==> config.mk <==
export PLATFORM = sky130hd
export DESIGN_NAME = iu_fetch_q
export DESIGN_NICKNAME = d
export VERILOG_FILES = /design/src/rtl/iu_pkg.sv /design/src/rtl/iu_fetch_ram.sv /design/src/rtl/iu_fetch_q.sv
export SDC_FILE = /design/constraint.sdc
export NUM_CORES = 1
export LEC_CHECK = 0
export CORE_MARGIN = 1.5
export CORE_UTILIZATION = 24
export DETAILED_ROUTE_END_ITERATION = 16
export PLACE_DENSITY = 0.49
export SLEW_MARGIN = 20
export SYNTH_ARGS = -nofsm -noshare
export SYNTH_HDL_FRONTEND = slang
export SYNTH_SLANG_ARGS = --single-unit
==> constraint.sdc <==
create_clock -name clk -period 6.16 [get_ports clk]
set_clock_uncertainty 0.1 [all_clocks]
set_input_delay 0.924 -clock clk [delete_from_list [all_inputs] [get_ports clk]]
set_output_delay 0.924 -clock clk [all_outputs]
set_load 0.01 [all_outputs]
==> src/rtl/iu_pkg.sv <==
// Shared constants and the prefetch-queue entry type for the integer-unit fetch front end.
// Queue entries carry pc4 at IU_AW_MAX bits, so AW may be at most 64; unused high bits are tied to zero.
package iu_pkg;

  localparam logic [31:0] IU_NOP     = 32'h0000_0000;
  localparam int          IU_PC_STEP = 4;
  localparam int          IU_AW_MAX  = 64;

  typedef struct packed {
    logic [31:0]          inst;
    logic [IU_AW_MAX-1:0] pc4;
  } iu_qent_t;

endpackage

==> src/rtl/iu_fetch_ram.sv <==
// DEPTH-entry prefetch FIFO storage: the head is read combinationally; push and pop take effect on the clock edge.
// No full/empty protection: the caller's credit rule guarantees no push into a full FIFO and no pop from an empty one.
module iu_fetch_ram
  import iu_pkg::*;
#(
  parameter int DEPTH = 4
) (
  input  logic                   clk,
  input  logic                   clr,
  input  logic                   flush,
  input  logic                   push_vld,
  input  iu_qent_t               push_dat,
  input  logic                   pop_vld,
  output iu_qent_t               head_dat,
  output logic [$clog2(DEPTH):0] count
);

  localparam int PW = $clog2(DEPTH);
  localparam int CW = PW + 1;

  iu_qent_t        mem [DEPTH];
  logic [PW-1:0]   wr_ptr;
  logic [PW-1:0]   rd_ptr;

  // Pointers wrap naturally because DEPTH is a power of two.
  always_ff @(posedge clk or posedge clr) begin
    if (clr) begin
      wr_ptr <= '0;
      rd_ptr <= '0;
      count  <= '0;
    end else if (flush) begin
      wr_ptr <= '0;
      rd_ptr <= '0;
      count  <= '0;
    end else begin
      if (push_vld) wr_ptr <= wr_ptr + PW'(1);
      if (pop_vld)  rd_ptr <= rd_ptr + PW'(1);
      count <= count + CW'(push_vld) - CW'(pop_vld);
    end
  end

  always_ff @(posedge clk) begin
    if (push_vld && !flush) mem[wr_ptr] <= push_dat;
  end

  assign head_dat = mem[rd_ptr];

endmodule

==> src/rtl/iu_fetch_q.sv <==
// Credit-based instruction prefetch queue: fetch-to-decode latency 2 cycles (1 with `IFQ_BYPASS_EN); decode backpressure via dec_ready.
// Requests stop when queued + outstanding + dropped fetches reach DEPTH; redirect flushes the queue and turns owed responses into drops.
module iu_fetch_q
  import iu_pkg::*;
#(
  parameter int             AW       = 32,
  parameter int             DEPTH    = 4,
  parameter logic [AW-1:0]  RESET_PC = '0
) (
  input  logic          clk,
  input  logic          clr,
  output logic          imem_req,
  output logic [AW-1:0] imem_addr,
  input  logic          imem_ack,
  input  logic          imem_rvalid,
  input  logic [31:0]   imem_rdata,
  input  logic          redirect,
  input  logic [AW-1:0] redirect_pc,
  output logic          inst_valid,
  output logic [31:0]   inst,
  output logic [AW-1:0] inst_pc4,
  input  logic          dec_ready
);

  localparam int            CW   = $clog2(DEPTH) + 1;
  localparam logic [AW-1:0] STEP = AW'(IU_PC_STEP);

  logic [AW-1:0] fetch_pc, resp_pc, resp_pc4, redir_pc;
  logic [CW-1:0] count, outstanding, drop, outstanding_n, drop_n;
  logic [CW+1:0] used;
  logic          accept, rv_keep, rv_drop, byp_vld, push_vld, pop_vld, head_pop;
  iu_qent_t      head_dat, push_dat;
  logic          unused_bits;

  assign redir_pc    = {redirect_pc[AW-1:2], 2'b00};
  assign resp_pc4    = resp_pc + STEP;
  assign unused_bits = ^{redirect_pc[1:0], head_dat.pc4};

  // Every entry slot is reserved from request until its response is consumed or dropped.
  assign used      = (CW+2)'(count) + (CW+2)'(outstanding) + (CW+2)'(drop);
  assign imem_req  = !clr && !redirect && (used < (CW+2)'(DEPTH));
  assign imem_addr = fetch_pc;
  assign accept    = imem_req && imem_ack;

  assign rv_drop = imem_rvalid && (drop != '0);
  assign rv_keep = imem_rvalid && (drop == '0);

`ifdef IFQ_BYPASS_EN
  assign byp_vld = rv_keep && !redirect && (count == '0);
`else
  assign byp_vld = 1'b0;
`endif

  assign inst_valid = (count != '0) || byp_vld;

  always_comb begin
    inst     = IU_NOP;
    inst_pc4 = resp_pc4;
    if (count != '0) begin
      inst     = head_dat.inst;
      inst_pc4 = head_dat.pc4[AW-1:0];
    end else if (byp_vld) begin
      inst     = imem_rdata;
      inst_pc4 = resp_pc4;
    end
  end

  assign pop_vld  = inst_valid && dec_ready && !redirect;
  assign head_pop = pop_vld && (count != '0);
  // A bypassed instruction taken by decode the same cycle never occupies a slot.
  assign push_vld = rv_keep && !redirect && !(byp_vld && dec_ready);
  assign push_dat = {imem_rdata, IU_AW_MAX'(resp_pc4)};

  always_comb begin
    outstanding_n = outstanding;
    drop_n        = drop;
    if (redirect) begin
      drop_n        = drop + outstanding - CW'(imem_rvalid);
      outstanding_n = '0;
    end else begin
      outstanding_n = outstanding + CW'(accept) - CW'(rv_keep);
      drop_n        = drop - CW'(rv_drop);
    end
  end

  always_ff @(posedge clk or posedge clr) begin
    if (clr) begin
      fetch_pc    <= RESET_PC;
      resp_pc     <= RESET_PC;
      outstanding <= '0;
      drop        <= '0;
    end else begin
      outstanding <= outstanding_n;
      drop        <= drop_n;
      if (redirect) begin
        fetch_pc <= redir_pc;
        resp_pc  <= redir_pc;
      end else begin
        if (accept)  fetch_pc <= fetch_pc + STEP;
        if (rv_keep) resp_pc  <= resp_pc4;
      end
    end
  end

  iu_fetch_ram #(.DEPTH(DEPTH)) u_ram (
    .clk      (clk),
    .clr      (clr),
    .flush    (redirect),
    .push_vld (push_vld),
    .push_dat (push_dat),
    .pop_vld  (head_pop),
    .head_dat (head_dat),
    .count    (count)
  );

  a_rvalid_owed : assert property (@(posedge clk) disable iff (clr)
    imem_rvalid |-> (outstanding != '0 || drop != '0));

endmodule
==> results.toml <==
[power]
power_density_nw_per_um2 = 385
power.leakage_nw = 6.09
peakVddDrop_v = 0.000189

[layout]
drive_gt1_share_pct = 16.0
antenna-diode-count = 0
num-nets-final = 1233
fin_util_pct = 30.9
area_growth_pct = 26.7
final_cell_count_no_fill = 1941
nFillCells = 5802

[logic_synthesis]
ys_top_cells_by_area = "edfxtp_1 (52%), dfrtp_1 (13%), mux4_2 (9.7%)"
ys_warn_count = 0
synthTopCellsByCount = "edfxtp_1 (248), dfrtp_1 (73), nand2_1 (67)"
syn_inst = 966
synth_cell_types = 57
synth_edf_count = 248
synth_ff_type = "edfxtp_1"
netlist_area_um2 = 14400
yosysMostFrequentCell = "edfxtp_1"
synth.avg_cell_area_um2 = 14.9
synthArstFlopShare_pct = 22.7
ys_ff_latch = 321
yosys.area.top_type_share_pct = 51.7
synth_top_area_cell = "edfxtp_1"
ys_seq_area_share_pct = 64.4

[run_status]
violations = "design-rule violations"
status = "finished, violations left"

[global_route]
grt_usage_pct = 12.1
grt_overflow_total = 0
grt_max_degree = 74
grt_pass1_wl_um = 55600
grt_pass1_vias = 8962
antenna_found_initial = 1

[cts]
htreeDepth = 2
cts_setup_buffers = 0
cts_resized = 0
cts_max_path_buffers = 3
cts.sinks = 321
cts_hold_buf = 0
ctsRootBufferMaster = "clkbuf_16"
cts_tree = "done"
clk_latency_ns = 0.55
clkTransAtPathRegs_ns = 0.06
numCtsBuffers = 38

[worst_setup_path]
cp_max_fo = 10
startpoint = "u_ram.count[1]"
cp.required_ns = 5.14
cp.arrival_ns = 3.72
r2r-end = "outstanding[2]"
worstSetupPathType = "flip-flop to output port"
reg2reg_depth = 15
start_kind = "flip-flop"
r2r_slack_ns = 1.96
timing.rr.start = "u_ram.count[1]"
crit_path_end_kind = "output port"

[placement]
dp_slack_ns = 1.96
hpwl_um = 23800
port_buffers = 161
place_congestion = 0.775
placed_cells = 1871

[hold_path]
holdPathStages = 2
hp-start = "u_ram.count[2]"
min_path_type = "flip-flop to flip-flop"
whs_endpoint = "u_ram.count[2]"

[floorplanning]
ios = 168
die_x_um = 248
row_count = 89
core_area_um2 = 59100
start_util_pct = 24.4
dieHeight_um = 248
dieArea_um2 = 61500

[sta]
setup_violations = 0
fmax_mhz = 211
slew_violations = 0
finalHoldViolCount = 0
tns_ns = 0
min_period_over_period_pct = 77.0
grt_setup_unrepaired = "false"
fin_crit_ns = 4.74
tightest_slew_ns = 0.933
worst_slack_ns = 1.42
maxSlewHeadroom_pct = 37.8

[detailed_routing]
avgRoutedWirePerCell_um = 19.2
firstDrtPassIters = 11
wirelength_um = 37300
drc_errors = 10
viasPerCell = 4.51
drtIter0Drc = 476
vias = 8757
antenna_left = 0

[run]
maxCapViolCount = 0
==> logic make-up (layout without fill, tap and decap cells) <==
kind of cell	after synthesis	count (layout)	share of synthesized area, %
multiplexers	92	92	12.0
buffers and inverters	88	287	2.52
adder cells (fa/ha/maj)	24	24	2.40
AND/OR/NAND/NOR	267	267	9.85
other	1	4	0.0260
flip-flops	321	321	64.4
XOR/XNOR	67	67	4.07
AO/OA/AOI/OAI	106	106	4.76
==> report_power, final <==
part / switching, W / internal, W / total, W
clock network: 0.000914 / 0.00142 / 0.00233
logic: 0.000990 / 0.00105 / 0.00204
registers: 0.000184 / 0.00247 / 0.00266
==> worst max path at each step <==
stage / to / slack (ns) / cells past startpoint
6_report: imem_req / 1.42 / 8
5_1_grt: inst_pc4[28] / 1.13 / 7
2_1_floorplan: u_ram.mem[0][10] / 2.18 / 5
3_5_place_dp: outstanding[2] / 1.96 / 15
3_3_place_gp: u_ram.mem[3][51] / 1.97 / 5
4_1_cts: imem_req / 1.35 / 8
==> worst max-delay path, cell delays in order, from the launching register on <==
cell and delay, ns:
dfrtp_1 0.36, inv_1 0.12, fa_1 0.66, nor2_1 0.10, fa_1 0.42, nor3b_1 0.17, o21bai_1 0.67, nor2_1 0.13
clkdlybuf4s50_1 0.53
==> final cells by class <==
| class | count | area (um2) | area share [%] |
|---|---|---|---|
| flip-flops and latches | 321 | 9280 | 50.8 |
| multi-input cells | 560 | 4820 | 26.4 |
| repair buffers | 180 | 1770 | 9.69 |
| clock buffers | 47 | 1000 | 5.50 |
| well taps | 773 | 967 | 5.30 |
| clock inverters | 22 | 280 | 1.53 |
| inverters | 38 | 143 | 0.781 |
==> metal layers <==
metal	track usage [%]	share of wire, %
met1	17.0	46
met2	18.9	46
met3	2.64	5.9
met4	3.35	1.9
met5	0	0.040
==> registers in the layout, summed over array words and instances, names as in the netlist <==
signal	count
u_ram.mem	248
imem_addr	30
resp_pc	30
drop	3
outstanding	3
u_ram.count	3
u_ram.rd_ptr	2
u_ram.wr_ptr	2
==> cell usage in the layout (no fill, tap or decap), drive strengths merged, types with 3 or more instances in the layout <==
master         netlist  routed
nor2                33      33
dfrtp               73      73
bufinv               0       6
o311ai               6       6
o31a                 7       7
nand2               67      67
xor2                31      31
and4                 5       5
inv                 38      40
buf                 23      20
nor3                17      17
conb                 1       4
nor2b                4       4
clkdlybuf4s50        0     160
mux4                62      62
or3                  6       6
xnor2               36      36
a21o                 4       4
clkinvlp             0       3
and3                12      12
nand4               23      23
o211ai              12      12
clkbuf              27      47
edfxtp             248     248
nand3               43      43
or4                  5       5
and2                35      35
nor4                13      13
fa                   6       6
o21ai               46      46
ha                  18      18
a21oi               14      14
clkinv               0      11
mux2                29      29
==> per-stage QoR <==
step,hold WS (ns),total power [W],cell area [um2]
final,0.470,0.00703,18300
after global routing,0.483,0.00743,18300
after CTS,0.465,0.00718,18200
after detailed placement,0.450,0.00480,17000
after global placement,0.434,0.00479,17000
after floorplan,0.409,0.00381,14400
No activity file was read; power rests on OpenSTA's default activity.
